--- src/rtl/cache_set_requester.sv ---
`default_nettype none
// +----------------------------------------------------------------------------+
// | Module      : cache_set_requester                                          |
// | Description : CPU-side controller for one Set array: issues Set ops,       |
// |               fills read misses from memory, answers the CPU.              |
// |               Optional macro CACHE_REQ_STATS_EN adds hit/miss/err counters.|
// | Revision    : 1.0                                                          |
// +----------------------------------------------------------------------------+
module cache_set_requester #(
  parameter int TIMEOUT_CYC = 16,
  parameter int ADDR_W      = 36
) (
  input  logic              clk,
  input  logic              rst,
  input  logic              req_valid,
  output logic              req_ready,
  input  logic              req_we,
  input  logic [ADDR_W-1:0] req_addr,
  input  logic [1:0]        req_size,
  input  logic [63:0]       req_wdata,
  output logic              resp_valid,
  input  logic              resp_ready,
  output logic [63:0]       resp_rdata,
  output logic              resp_err,
  output logic [1:0]        set_enable,
  output logic [1:0]        set_write_enable,
  output logic [1:0]        set_force_write,
  output logic [5:0]        set_idx,
  output logic [ADDR_W-13:0] set_tag,
  output logic [5:0]        set_block_offset,
  output logic [1:0]        set_data_size,
  output logic [63:0]       set_write_data,
  output logic [31:0]       set_n_ops,
  input  logic [127:0]      set_out_data,
  input  logic [1:0]        set_data_ready,
  input  logic [1:0]        set_read_miss,
  input  logic [1:0]        set_write_miss,
  input  logic [1:0]        set_op_done,
  output logic              mem_req,
  output logic [ADDR_W-1:0] mem_addr,
  input  logic              mem_ack,
  input  logic [63:0]       mem_rdata
`ifdef CACHE_REQ_STATS_EN
  ,
  output logic [31:0]       stat_hits,
  output logic [31:0]       stat_misses,
  output logic [31:0]       stat_errs
`endif
);

  localparam int c_TMO_W = $clog2(TIMEOUT_CYC) + 1;

  typedef enum logic [2:0] {
    S_IDLE  = 3'd0,
    S_CHECK = 3'd1,
    S_ISSUE = 3'd2,
    S_WAIT  = 3'd3,
    S_FETCH = 3'd4,
    S_FILL  = 3'd5,
    S_RESP  = 3'd6
  } state_t;

  state_t              r_state;
  state_t              w_next;

  logic                r_we;
  logic [ADDR_W-1:0]   r_addr;
  logic [1:0]          r_size;
  logic [63:0]         r_wdata;
  logic                r_retry;
  logic                r_fill_op;
  logic [c_TMO_W-1:0]  r_tmo;
  logic [63:0]         r_mem_word;
  logic [31:0]         r_n_ops;

  logic [1:0]          r_set_we;
  logic [1:0]          r_set_force;
  logic [1:0]          r_set_size;
  logic [5:0]          r_set_idx;
  logic [5:0]          r_set_off;
  logic [ADDR_W-13:0]  r_set_tag;
  logic [63:0]         r_set_wdata;

  logic [63:0]         r_resp_rdata;
  logic                r_resp_err;

  logic                w_resp_load;
  logic                w_resp_err;
  logic [63:0]         w_resp_data;
  logic                w_miss_enter;
  logic                w_misaligned;
  logic                w_issue_load;
  logic                w_timeout;
  logic [63:0]         w_fill_word;
  logic                w_unused;

  function automatic logic [63:0] f_size_mask(input logic [63:0] d, input logic [1:0] sz);
    case (sz)
      2'd0:    f_size_mask = {56'd0, d[7:0]};
      2'd1:    f_size_mask = {48'd0, d[15:0]};
      2'd2:    f_size_mask = {32'd0, d[31:0]};
      default: f_size_mask = d;
    endcase
  endfunction

  function automatic logic [5:0] f_align_mask(input logic [1:0] sz);
    case (sz)
      2'd0:    f_align_mask = 6'd0;
      2'd1:    f_align_mask = 6'd1;
      2'd2:    f_align_mask = 6'd3;
      default: f_align_mask = 6'd7;
    endcase
  endfunction

  assign w_misaligned = |(r_addr[5:0] & f_align_mask(r_size));
  assign w_timeout    = (r_tmo == c_TMO_W'(TIMEOUT_CYC - 1));
  // Filled word is 8-byte aligned; shift the requested bytes down to bit 0.
  assign w_fill_word  = r_mem_word >> {r_addr[2:0], 3'b000};
  assign w_issue_load = (w_next == S_ISSUE) && (r_state != S_ISSUE);
  assign w_unused     = ^set_out_data[127:64];

  always_comb begin
    w_next       = r_state;
    w_resp_load  = 1'b0;
    w_resp_err   = 1'b0;
    w_resp_data  = 64'd0;
    w_miss_enter = 1'b0;
    case (r_state)
      S_IDLE: begin
        if (req_valid) w_next = S_CHECK;
      end
      S_CHECK: begin
        if (w_misaligned) begin
          w_next      = S_RESP;
          w_resp_load = 1'b1;
          w_resp_err  = 1'b1;
        end else begin
          w_next = S_ISSUE;
        end
      end
      S_ISSUE: w_next = S_WAIT;
      S_FILL:  w_next = S_WAIT;
      S_WAIT: begin
        if (|set_op_done) begin
          if (r_fill_op) begin
            w_next = S_ISSUE;
          end else if (|set_write_miss) begin
            w_next      = S_RESP;
            w_resp_load = 1'b1;
            w_resp_err  = 1'b1;
          end else if (r_we) begin
            w_next      = S_RESP;
            w_resp_load = 1'b1;
          end else if (|set_read_miss) begin
            if (r_retry) begin
              w_next      = S_RESP;
              w_resp_load = 1'b1;
              w_resp_err  = 1'b1;
            end else begin
              w_next       = S_FETCH;
              w_miss_enter = 1'b1;
            end
          end else if (|set_data_ready) begin
            w_next      = S_RESP;
            w_resp_load = 1'b1;
            w_resp_data = r_retry ? f_size_mask(w_fill_word, r_size)
                                  : f_size_mask(set_out_data[63:0], r_size);
          end else begin
            // Load completed with neither data nor a miss: nothing usable.
            w_next      = S_RESP;
            w_resp_load = 1'b1;
            w_resp_err  = 1'b1;
          end
        end else if (w_timeout) begin
          w_next      = S_RESP;
          w_resp_load = 1'b1;
          w_resp_err  = 1'b1;
        end
      end
      S_FETCH: begin
        if (mem_ack) w_next = S_FILL;
      end
      S_RESP: begin
        if (resp_ready) w_next = S_IDLE;
      end
      default: w_next = S_IDLE;
    endcase
  end

  always_ff @(posedge clk or posedge rst) begin
    if (rst) begin
      r_state      <= S_IDLE;
      r_we         <= 1'b0;
      r_addr       <= '0;
      r_size       <= 2'd0;
      r_wdata      <= 64'd0;
      r_retry      <= 1'b0;
      r_fill_op    <= 1'b0;
      r_tmo        <= '0;
      r_mem_word   <= 64'd0;
      r_n_ops      <= 32'd0;
      r_set_we     <= 2'b00;
      r_set_force  <= 2'b00;
      r_set_size   <= 2'd0;
      r_set_idx    <= 6'd0;
      r_set_off    <= 6'd0;
      r_set_tag    <= '0;
      r_set_wdata  <= 64'd0;
      r_resp_rdata <= 64'd0;
      r_resp_err   <= 1'b0;
    end else begin
      r_state <= w_next;
      r_tmo   <= (r_state == S_WAIT) ? r_tmo + 1'b1 : '0;

      if (r_state == S_IDLE && req_valid) begin
        r_we      <= req_we;
        r_addr    <= req_addr;
        r_size    <= req_size;
        r_wdata   <= req_wdata;
        r_retry   <= 1'b0;
        r_fill_op <= 1'b0;
      end

      // Original request fields, for the first attempt and the post-fill retry.
      if (w_issue_load) begin
        r_set_we    <= r_we ? 2'b01 : 2'b00;
        r_set_force <= 2'b00;
        r_set_size  <= r_size;
        r_set_idx   <= r_addr[11:6];
        r_set_off   <= r_addr[5:0];
        r_set_tag   <= r_addr[ADDR_W-1:12];
        r_set_wdata <= r_wdata;
        r_fill_op   <= 1'b0;
        if (r_state == S_WAIT) r_retry <= 1'b1;
      end

      if (r_state == S_FETCH && mem_ack) begin
        r_mem_word  <= mem_rdata;
        r_set_we    <= 2'b01;
        r_set_force <= 2'b01;
        r_set_size  <= 2'd3;
        r_set_off   <= {r_addr[5:3], 3'b000};
        r_set_wdata <= mem_rdata;
        r_fill_op   <= 1'b1;
      end

      if (r_state == S_ISSUE || r_state == S_FILL) r_n_ops <= r_n_ops + 32'd1;

      if (w_resp_load) begin
        r_resp_rdata <= w_resp_data;
        r_resp_err   <= w_resp_err;
      end
    end
  end

  assign req_ready        = (r_state == S_IDLE);
  assign resp_valid       = (r_state == S_RESP);
  assign resp_rdata       = r_resp_rdata;
  assign resp_err         = r_resp_err;
  assign set_enable       = (r_state == S_ISSUE || r_state == S_FILL) ? 2'b01 : 2'b00;
  assign set_write_enable = r_set_we;
  assign set_force_write  = r_set_force;
  assign set_idx          = r_set_idx;
  assign set_tag          = r_set_tag;
  assign set_block_offset = r_set_off;
  assign set_data_size    = r_set_size;
  assign set_write_data   = r_set_wdata;
  assign set_n_ops        = r_n_ops;
  assign mem_req          = (r_state == S_FETCH);
  assign mem_addr         = mem_req ? {r_addr[ADDR_W-1:3], 3'b000} : '0;

`ifdef CACHE_REQ_STATS_EN
  logic [31:0] r_hits;
  logic [31:0] r_misses;
  logic [31:0] r_errs;

  always_ff @(posedge clk or posedge rst) begin
    if (rst) begin
      r_hits   <= 32'd0;
      r_misses <= 32'd0;
      r_errs   <= 32'd0;
    end else begin
      if (w_resp_load && w_resp_err && (r_errs != 32'hFFFF_FFFF))
        r_errs <= r_errs + 32'd1;
      if (w_resp_load && !w_resp_err && !r_retry && (r_hits != 32'hFFFF_FFFF))
        r_hits <= r_hits + 32'd1;
      if (w_miss_enter && (r_misses != 32'hFFFF_FFFF))
        r_misses <= r_misses + 32'd1;
    end
  end

  assign stat_hits   = r_hits;
  assign stat_misses = r_misses;
  assign stat_errs   = r_errs;
`endif

endmodule
`default_nettype wire

--- config.mk ---
export PLATFORM = sky130hd
export DESIGN_NAME = cache_set_requester
export DESIGN_NICKNAME = d
export VERILOG_FILES = /design/src/rtl/cache_set_requester.sv
export SDC_FILE = /design/constraint.sdc
export NUM_CORES = 1
export LEC_CHECK = 0
export ABC_AREA = 0
export ABC_CLOCK_PERIOD_IN_PS = 12100
export CORE_AREA = 2 2 217 219
export DETAILED_ROUTE_END_ITERATION = 8
export DIE_AREA = 0 0 219 221
export GPL_ROUTABILITY_DRIVEN = 0
export PLACE_DENSITY = 0.77
export SYNTH_ARGS = -nofsm -noshare
export SYNTH_HDL_FRONTEND = slang
export SYNTH_SLANG_ARGS = --single-unit
--- constraint.sdc ---
create_clock -name clk -period 12.1 [get_ports clk]
set_clock_uncertainty 0.2 [all_clocks]
set_input_delay 1.21 -clock clk [delete_from_list [all_inputs] [get_ports clk]]
set_output_delay 1.21 -clock clk [all_outputs]
set_load 0.1 [all_outputs]
After elaboration in Yosys (flattened, before gate mapping)
Index checks and enable logic that the tools add are counted.
Widths: inputs -> output; s select.
{ "classes": {"n_bitwise": 1, "n_reduce_logical": 14, "n_eq_ne": 11, "shifts": 1, "mux": 59, "addsub": 2} }
{ "ops": {"columns": ["cell", "n"], "rows": [
  ["$mux 64", 10],
  ["$pmux 64 s3", 2],
  ["$shr 64x6->64", 1],
  ["$mux 36", 1],
  ["$add 32x1->32 const B", 1],
  ["$mux 3", 10],
  ["$mux 1", 22],
  ["$pmux 3 s6", 1],
  ["$mux 2", 7],
  ["$mux 6", 2],
  ["$reduce_or 2->1", 5],
  ["$eq 3x2->1 const B", 3],
  ["$eq 3x3->1 const B", 3],
  ["$pmux 3 s3", 1],
  ["$and 6x6->6", 1],
  ["$reduce_or 6->1", 1],
  ["$add 5x1->5 const B", 1],
  ["$eq 5x4->1 const B", 1],
  ["$mux 5", 1],
  ["$pmux 1 s2", 2],
  ["$eq 3x1->1 const B", 1],
  ["$logic_and 1x1->1", 3],
  ["$logic_not 3->1", 1],
  ["$ne 3x2->1 const B", 1],
  ["other kinds (6)", 6]
]} }
{ "totals": {"wordCells": 107, "in_bits": 308, "out_inout_bits": 244, "reg_bits": 380} }

Longest topological paths before layout
{ "depth": {"depth_word": 11, "mapped_depth": 8} }

Worst setup path after synthesis
Ideal clock, no wire load.
{ "synth_timing": {"kind": "flip-flop to output port", "from": "reg r_state[1]", "to": "out mem_addr[26]", "stages_incl_launch_ff": 5, "n_path_buf": 2, "setup_slack_ps": 7941, "arrival_ps": 2749, "required_time_ps": 10690, "path_cell_list": "dfrtp_1 buf_2 nor3b_2 clkbuf_1 and2_1"} }
{ "synth_via": {"elab_chain_cells": 2} }
{ "synth_rtl": {"columns": ["item", "line", "text"], "rows": [
  ["start: declaration", "63", "state_t r_state;"],
  ["start signal: assignment", "212", "r_state <= w_next;"],
  ["$eq 3x3->1", "269", "assign mem_req = (r_state == S_FETCH);"],
  ["via mem_req", "39", "output logic mem_req,"],
  ["$mux 36", "270", "assign mem_addr = mem_req ? {r_addr[ADDR_W-1:3], 3'b000} : '0;"],
  ["end: declaration", "40", "output logic [ADDR_W-1:0] mem_addr,"]
]} }
The timed path passes the listed nets, and every way through them passes these cells.

Final worst setup path
{ "layout_timing": {"from": "reg r_state[1]", "to": "out mem_addr[14]"} }
{ "layout_via": {"elab_chain_cells": 2} }
{ "layout_rtl": {"columns": ["item", "line"], "rows": [
  ["$eq 3x3->1", "269"],
  ["$mux 36", "270"]
]} }
No other way between the ends.

==> flow_summary.ini <==
[run_status]
status = completed

[clock_network]
clock_latency_ns = 0.57
cts_buffer_depth = 3
cts_sinks = 378
cts_buffers = 44
hold_buffers = 0
htreeDepth = 2
cts_tree = yes
cts_setup_buffers = 0
path_clk_slew_ns = 0.06
cts_resized = 0
cts-root-buf = clkbuf_16

[timing]
slew_violations = 0
tns_ns = 0
relSlewSlack = 0.241
finalCritPeriodShare = 0.432
finalCriticalPeriod_ns = 5.23
max_freq_ghz = 0.191
rsz0062_at_grt = no
setup_violations = 0
worstMarginPinSlew_ns = 1.14
finalHoldViolCount = 0

[floorplanning]
rows = 79
die_h_um = 221
die_x_um = 219
dieArea_um2 = 48400
coreArea_um2 = 46100
initial_core_util = 0.368
ioPinCount = 552

[job]
maxCapViolCount = 0

[place]
place_hpwl_mm = 42.6
placed_area_um2 = 22200
portBuffers = 481

[global_routing]
grt_pass1_vias = 13900
antenna_found_initial = 8
overflow = 0
grt_max_degree = 176
grt_pass1_wl_mm = 88.0
grt_util_all_layers = 0.240

[critical_path]
endpoint_kind = primary output
worst-setup-path-type = reg2out
startpoint_type = register
cp_max_fo = 59
critPathRequiredTime_ns = 10.69
ff2ff_setup_slack_ns = 8.69
cp.arrival_ns = 3.82

[logic_synthesis]
netlist_top_cells_count = dfrtp_1 (378), mux2_2 (143), and3_1 (74)
syn_inst = 1317
synth-async-reset-ratio = 1.00
yosysTopAreaCell = dfrtp_1
synth_edf_count = 0
avgSynthCellArea_um2 = 12.9
yosysMostFrequentCell = dfrtp_1
synth_ff_type = dfrtp_1
synth.top_cell.area_share = 0.558
ys_seq_area_frac = 0.558
ys_types = 57
synth_area_leaders = dfrtp_1 (56%), mux2_2 (9.5%), mux4_2 (4.3%), a221o_1 (3.8%), a21o_1 (2.9%)
syn_area_um2 = 16900
synth_warnings = 0
ys_seq_elements = 378

[detailed_routing]
drt-total-wl_mm = 58.7
drtIter0Drc = 1228
vias_per_cell = 5.65
first_pass_iters = 5
route.detailed.drc = 0
wl_per_cell_um = 24.4
vias = 13600
drtAntennaViolNets = 0

[pwr]
p_sw_uw = 3430
power.share.sequential = 0.306
p_int_uw = 3780
clkPwrFrac = 0.192
p_sw_frac = 0.476
comb_power_share = 0.501
p_leak_uw = 0.0104
pwr_density_cell_nw_per_um2 = 303
ir_worst_vdd_mv = 0.224

[final_layout]
design_area_um2 = 23700
multiInputGateArea_um2 = 6930
regArea_um2 = 9460
nFillCells = 4015
drive_above_1_share = 0.157
fin_nets = 2068
synthToLayoutAreaGrowth_pct = 40.1

[hold_path]
hold_class = reg2reg
-- per-layer routing --
| layer | vias up | track usage | wire length [um] |
|---|---|---|---|
| li1 | 5855 | - | - |
| met1 | 6979 | 0.324 | 24300 |
| met2 | 619 | 0.372 | 27500 |
| met3 | 140 | 0.0517 | 4650 |
| met4 | 0 | 0.101 | 2220 |
| met5 | - | 0 | 0 |
-- cells by family (layout without fill, tap and decap cells) --
family / Yosys count / after routing / share of synthesized area
flip-flops: 378 / 378 / 0.558
AND/OR/NAND/NOR: 266 / 266 / 0.0887
other: 1 / 13 / 0.000221
AO/OA/AOI/OAI: 303 / 303 / 0.145
multiplexers: 200 / 200 / 0.152
XOR/XNOR: 33 / 33 / 0.0171
adder cells (fa/ha/maj): 3 / 3 / 0.00222
buffers and inverters: 133 / 602 / 0.0360
-- critical path, cell delays in order, from the launching register on --
cell and delay [ns]:
dfrtp_1 0.59, nor3b_4 0.25, buf_4 0.43, buf_4 0.57, and2_1 0.21, clkdlybuf4s50_1 1.16
-- power by group through the flow --
stage | Combinational (uW) | Sequential [uW] | Clock (uW)
2_1_floorplan | 1470 | 3310 | 0
3_3_place_gp | 3550 | 2180 | 0
3_5_place_dp | 3600 | 2210 | 0
4_1_cts | 3610 | 2200 | 1420
5_1_grt | 3770 | 2260 | 1470
6_report | 3610 | 2210 | 1390
-- per-stage QoR --
stage                     instances  worst slack, ns  hold slack (ns)  power, uW   util
after floorplan                1322            0.189            0.233       4780      -
after global placement         2318             7.49            0.247       5730  0.482
after detailed placement       2318             7.46            0.266       5820  0.482
after CTS                      2398             6.82            0.276       7230  0.515
after global routing           2405             6.70            0.299       7500  0.516
final                          2405             6.87            0.276       7200  0.516
-- worst paths after layout --
kind | from | endpoint | cells past startpoint
min in group asynchronous | rst | set_tag[21] | 2
worst min-delay path | r_mem_word[2] | r_mem_word[2] | 1
max in group asynchronous | rst | set_write_data[43] | 4
worst max register to register | r_state[0] | set_tag[0] | 5
worst max-delay path | r_state[1] | mem_addr[14] | 5
worst min register to register | r_mem_word[2] | r_mem_word[2] | 1
-- state kept, by name (all words and copies together) (netlist names), 2 cells and up --
| signal | flops |
|---|---|
| set_data_size | 2 |
| set_write_data | 64 |
| r_state | 3 |
| set_block_offset | 6 |
| set_n_ops | 32 |
| r_wdata | 64 |
| set_tag | 24 |
| r_addr | 36 |
| set_idx | 6 |
| r_size | 2 |
| r_tmo | 5 |
| r_mem_word | 64 |
| resp_rdata | 64 |
-- layout by cell type, fill, tap and decap left out, drive strengths merged, types with 25 or more instances in the layout --
master / Yosys / routed
dfrtp: 378 / 378
mux4: 32 / 32
mux2: 143 / 143
mux2i: 25 / 25
xnor2: 29 / 29
a22oi: 31 / 31
o2bb2ai: 33 / 33
a221o: 64 / 64
clkbuf: 51 / 64
a21o: 66 / 66
and3: 74 / 74
nor2: 62 / 62
and2: 38 / 38
clkdlybuf4s50: 0 / 480
-- cell type report --
class	instances	share of cell area
Inverter	23	0.00395
Multi-Input combinational cell	811	0.292
Clock buffer	64	0.0555
Tap cell	607	0.0320
Antenna cell	7	0.000738
Clock inverter	16	0.00869
Sequential cell	378	0.399
Timing Repair Buffer	499	0.209
Power figures use the tool's default switching activity.
